$ cat config.mk
export PLATFORM = sky130hd
export DESIGN_NAME = mul_scheduler
export DESIGN_NICKNAME = d
export VERILOG_FILES = /design/src/rtl/mul_scheduler.sv
export SDC_FILE = /design/constraint.sdc
export NUM_CORES = 1
export LEC_CHECK = 0
export BUFFER_PORTS_ARGS = -buffer_cell sky130_fd_sc_hd__buf_4
export CORE_AREA = 2 2 129 131
export DETAILED_ROUTE_END_ITERATION = 10
export DIE_AREA = 0 0 131 133
export GPL_ROUTABILITY_DRIVEN = 0
export PLACE_DENSITY = 0.78
export SLEW_MARGIN = 20
export SYNTH_ARGS = -nofsm -noshare
export SYNTH_HDL_FRONTEND = slang
export SYNTH_SLANG_ARGS = --single-unit
export TNS_END_PERCENT = 50
$ cat constraint.sdc
create_clock -name clk -period 1.7 [get_ports clk]
set_clock_uncertainty 0.2 [all_clocks]
set_input_delay 0.34 -clock clk [delete_from_list [all_inputs] [get_ports clk]]
set_output_delay 0.34 -clock clk [all_outputs]
set_load 0.05 [all_outputs]
$ cat src/rtl/mul_scheduler.sv
// mul_scheduler: arbitrates two requesters (0 = integer EX, 1 = FP unit) onto a
// single shared multiplier with a fixed latency of MUL_LAT cycles.
// Flow per operation: IDLE (grant + latch) -> ISSUE (start strobe, ack) ->
// WAIT (count down MUL_LAT) -> DONE (done pulse) -> IDLE.
// All buses use bit 0 as the MSB.
// Optional feature: define MUL_SCHEDULER_SIGNED_EN to enable signed multiply
// through sign-magnitude conversion around the unsigned multiplier.
module mul_scheduler #(
    parameter int MUL_LAT = 4,
    parameter int W       = 32
) (
    input  logic           clk,
    input  logic           reset,
    input  logic           req0,
    input  logic           req1,
    input  logic [0:W-1]   a0,
    input  logic [0:W-1]   b0,
    input  logic [0:W-1]   a1,
    input  logic [0:W-1]   b1,
    input  logic           sgn0,
    input  logic           sgn1,
    output logic           ack0,
    output logic           ack1,
    output logic           done0,
    output logic           done1,
    output logic [0:2*W-1] result,
    output logic           busy,
    output logic           m_mul,
    output logic [0:W-1]   m_a,
    output logic [0:W-1]   m_b,
    input  logic [0:2*W-1] m_result
);

    localparam int CW = (MUL_LAT < 2) ? 1 : $clog2(MUL_LAT + 1);

    typedef enum logic [1:0] {
        IDLE  = 2'd0,
        ISSUE = 2'd1,
        WAIT  = 2'd2,
        DONE  = 2'd3
    } state_t;

    state_t        state;
    state_t        state_next;

    logic          ptr;        // round-robin priority: requester favoured on a tie
    logic          grant;      // requester owning the current operation
    logic [CW-1:0] cnt;        // multiplier latency down-counter
    logic [0:W-1]  op_a;       // operands as presented to the multiplier
    logic [0:W-1]  op_b;

    logic          take;       // a grant happens at the end of this IDLE cycle
    logic          pick;       // requester chosen by the arbiter
    logic [0:W-1]  sel_a;
    logic [0:W-1]  sel_b;

    assign sel_a = pick ? a1 : a0;
    assign sel_b = pick ? b1 : b0;

`ifdef MUL_SCHEDULER_SIGNED_EN
    logic          sel_sgn;
    logic          neg;        // product must be negated on capture

    assign sel_sgn = pick ? sgn1 : sgn0;
`else
    // Sign flags have no function in the unsigned build.
    logic          unused_sgn;

    assign unused_sgn = sgn0 | sgn1;
`endif

    // State register.
    // NOTE: sequential state uses non-blocking assignments so every flop
    // samples pre-edge values regardless of statement order.
    always_ff @(posedge clk or negedge reset) begin
        if (!reset) begin
            state <= IDLE;
        end else begin
            state <= state_next;
        end
    end

    // Next-state, arbitration and all FSM-decoded outputs.
    // NOTE: every signal is given a default before the case statement so no
    // path leaves it unassigned and no latch is inferred.
    always_comb begin
        state_next = state;
        take       = 1'b0;
        pick       = ptr;
        busy       = (state != IDLE);
        m_mul      = 1'b0;
        m_a        = '0;
        m_b        = '0;
        ack0       = 1'b0;
        ack1       = 1'b0;
        done0      = 1'b0;
        done1      = 1'b0;

        case (state)
            IDLE: begin
                if (req0 || req1) begin
                    take       = 1'b1;
                    // Tie goes to the pointer; otherwise the only active requester.
                    pick       = (req0 && req1) ? ptr : req1;
                    state_next = ISSUE;
                end
            end
            ISSUE: begin
                m_mul      = 1'b1;
                m_a        = op_a;
                m_b        = op_b;
                ack0       = ~grant;
                ack1       = grant;
                state_next = WAIT;
            end
            WAIT: begin
                m_a = op_a;
                m_b = op_b;
                if (cnt == CW'(1)) begin
                    state_next = DONE;
                end
            end
            DONE: begin
                done0      = ~grant;
                done1      = grant;
                state_next = IDLE;
            end
            default: state_next = IDLE;
        endcase
    end

    // Operand latch, latency counter, result capture and priority pointer.
    always_ff @(posedge clk or negedge reset) begin
        if (!reset) begin
            ptr    <= 1'b0;
            grant  <= 1'b0;
            cnt    <= '0;
            op_a   <= '0;
            op_b   <= '0;
            result <= '0;
`ifdef MUL_SCHEDULER_SIGNED_EN
            neg    <= 1'b0;
`endif
        end else begin
            case (state)
                IDLE: begin
                    if (take) begin
                        grant <= pick;
`ifdef MUL_SCHEDULER_SIGNED_EN
                        // Magnitudes go to the multiplier; the sign is restored
                        // on capture. The most negative value is its own magnitude.
                        op_a <= (sel_sgn && sel_a[0]) ? -sel_a : sel_a;
                        op_b <= (sel_sgn && sel_b[0]) ? -sel_b : sel_b;
                        neg  <= sel_sgn && (sel_a[0] ^ sel_b[0]);
`else
                        op_a <= sel_a;
                        op_b <= sel_b;
`endif
                    end
                end
                ISSUE: begin
                    cnt <= CW'(MUL_LAT);
                end
                WAIT: begin
                    cnt <= cnt - CW'(1);
                    if (cnt == CW'(1)) begin
`ifdef MUL_SCHEDULER_SIGNED_EN
                        result <= neg ? -m_result : m_result;
`else
                        result <= m_result;
`endif
                    end
                end
                DONE: begin
                    ptr <= ~grant;
                end
                default: ;
            endcase
        end
    end

endmodule

==> key figures <==
Clock tree
  • Clock sinks: 135
  • CTS tree: yes
  • Worst-Skew Late Latency: approximately 0.42 ns
  • Maximum root-to-sink buffer count: 2
  • Root Buffer: clkbuf_16
  • Total CTS buffers: 17
  • Clk slew on worst S/H paths: 0.06 ns
  • H-tree levels: 4

Layout
  • Non-Filler Instances: 1224
  • Layout cells sized above 1: 55.3%
  • Syn-to-layout area delta: 102%
  • Final nets: 1196
  • Post-layout util: between 70% and 80%
  • # diodes: 0

Place
  • Placed Cells: 1002
  • Dpl hpwl: 13900 µm
  • Port Buffer Count: 329
  • Place WS: -0.190 ns

Die
  • Core ar.: 0.0162 mm²
  • Die height: 133 µm
  • Top Ports: 332
  • FP Rows: 47
  • Initial Util: ~38%
  • Die W: 131 µm
  • Die area: 0.0174 mm²

Route
  • Initial DRC count: 416
  • DRT Pass-1 Iters: 5
  • Post-Route WL: 27700 µm
  • WL per Instance: 22.6 µm
  • Residual DRC: 0
  • Vias: 6375
  • Post-route ant nets: 0
  • Avg Vias per Cell: about 5.2

Critical path
  • CP arrival: 1.73 ns
  • Crit Path Category: flop to output port
  • Worst stage delay on the critical path: 0.38 ns
  • Worst path cell trace: inv_2, ha_4, buf_12, buf_12, and2_4, buf_8
  • Crit path top cell by count: buf_12
  • CP endpoint kind: output port
  • Crit path max fanout: 12
  • R2R depth: 7
  • CP max-delay cell: dfrtp_1
  • Reg2reg setup slack: -0.30 ns
  • CP Depth: 6
  • CP delay by family, top: buffers and inverters
  • Crit path launch type: flop
  • CP required: 1.16 ns
  • WP buf/inv: 4

Min path
  • Worst Hold Depth: 2
  • Hold Crit Class: input port to flop

Logic synthesis
  • Yosys cell types: 27
  • Syn Area/Cell: 13.2 µm²
  • Synthesized netlist cell count: about 460
  • Largest family of logic cells by synthesized area: simple AND/OR/NAND/NOR gates
  • Post-synthesis mux area share: roughly an eighth
  • Synth Area in XOR/XNOR: 0%
  • Ys Warns: 0
  • Simple-Gate Fraction of Synth Area: around 15%
  • Synth Cell Area: 0.00610 mm²
  • Yosys reg bits: between 100 and 150
  • Adder-Cell Fraction of Synth Area: 1.44%
  • Ys async rst share: 100%
  • Compound-gate portion of the synthesized area: 12.8%
  • Synth Flop Type: dfrtp_1
  • Post-synth EDFFs: 0
  • Sequential fraction of the synthesis area: between 50% and 60%
  • Syn nets: 668

Timing
  • Period minus WS final: 2.27 ns
  • Fin worst setup slack: -0.572 ns
  • Worst Hold Slack: 0.0126 ns
  • Final setup vio count: 136
  • RSZ-0062 raised after global routing: yes
  • Slew HR: 75.8%
  • Fmax: about 440 MHz
  • Final hold viol count: 0
  • Worst-margin pin slew: 0.363 ns
  • Tcrit/Tclk final: 134%
  • Final slew viol count: 0

Global route
  • Met1 track demand over resource: 32.4%
  • GRT met3 Usage: 9.46%
  • Total gr overflow: 0
  • GRT Total Usage: 29.0%
  • Largest net degree at the start of global routing: 39
  • Global routing's busiest layer: met2
  • Antenna violations before repair: 0
  • Grt met2 use: 48.7%
  • Vias in the first global route: just under 7000
  • First-pass GRT wire length: approximately 38000 µm

Outcome
  • Status: finished, violations left
  • Failing checks: negative setup slack

Job
  • Maxcap violations: 0
[final timing paths]
| path | to | startpoint |
|---|---|---|
| worst max-delay path | m_b[11] | state[1]$_DFFE_PN0P_ |
| worst min-delay path | op_a[9]$_DFFE_PN0P_ | a1[9] |
| worst max register to register | result[63]$_DFFE_PN0P_ | state[0]$_DFFE_PN0P_ |
| worst min register to register | result[1]$_DFFE_PN0P_ | result[1]$_DFFE_PN0P_ |
| max in group asynchronous | op_a[17]$_DFFE_PN0P_ | reset |
| min in group asynchronous | result[6]$_DFFE_PN0P_ | reset |
[layout make-up]
class | count | area [µm²]
multi-input combinational | 289 | 2790
timing repair buffer | 542 | 5270
sequential | 135 | 3380
inverter | 6 | 22.5
clock buffer | 17 | 425
clock inverter | 15 | 130
fill | 870 | 3880
tap | 220 | 275
[cells by family (layout without fill, tap and decap cells)]
group,count (synthesis),after routing
flip-flops,135,135
AO/OA/AOI/OAI,73,73
AND/OR/NAND/NOR,144,144
buffers and inverters,39,580
multiplexers,65,65
adder cells (fa/ha/maj),7,7
[state kept, by name, summed over array words and instances, names as in the netlist]
name / count
cnt: 3
grant: 1
ptr: 1
op_a: 32
state: 2
result: 64
op_b: 32
[synth_stat cells (2+ instances only)]
cell type | number | area, µm²
dfrtp_1 | 135 | 3380
and2_1 | 66 | 413
nand2b_1 | 65 | 407
mux2_2 | 64 | 721
o221a_1 | 48 | 541
o221a_2 | 16 | 180
clkbuf_1 | 12 | 45.0
buf_4 | 7 | 52.6
ha_1 | 7 | 87.6
buf_6 | 6 | 67.6
buf_2 | 5 | 25.0
inv_1 | 5 | 18.8
o21ai_0 | 4 | 20.0
buf_1 | 3 | 11.3
nor2_1 | 3 | 11.3
a21oi_1 | 2 | 10.0
nand2_1 | 2 | 7.51
nand3_1 | 2 | 10.0
nand3b_1 | 2 | 15.0
nor2b_1 | 2 | 12.5
[cell usage in the layout, fill, tap and decap left out, drive strengths merged]
cell type    instances
mux2                65
nor2                 3
inv                 15
ha                   7
o211ai               1
dlygate4sd3        179
and2                66
o21ai                5
nand2                2
buf                361
nor3b                1
dfrtp              135
o32a                 1
a21oi                2
nand2b              65
nand3                3
clkinvlp             4
clkbuf              19
o221a               64
clkinv               2
nand3b               2
nor2b                2
[repair_timing]
item,CTS,global route
resized for setup,122,34
endpoints found under the setup margin,135,147
hold buffers,178,1
buffers inserted,7,4
endpoints found under the hold margin,262,1
pin swaps,1,3
gates cloned,2,2
[metal layers]
metal	up-vias	part of all wire, %
li1	2719	-
met1	3137	35
met2	413	51
met3	106	9.0
met4	0	5.5
met5	-	0
[worst reg2reg max path, cell delays in order (launching register included)]
cell and delay, ns:
dfrtp_1 0.39, inv_2 0.08, buf_4 0.13, ha_4 0.13
nand3b_1 0.23, buf_12 0.24, clkbuf_16 0.19, mux2_4 0.31
[metrics by stage]
stage,setup TNS (ns),area (µm²)
2_1_floorplan,-2.74,6310
3_3_place_gp,-13.73,9200
3_5_place_dp,-14.30,9200
4_1_cts,-45.59,12100
5_1_grt,-57.08,12300
6_report,-50.77,12300
Power is left out: the tool's default activity adds up to more than one toggle a clock period on the data nets, which glitch-free logic cannot reach.
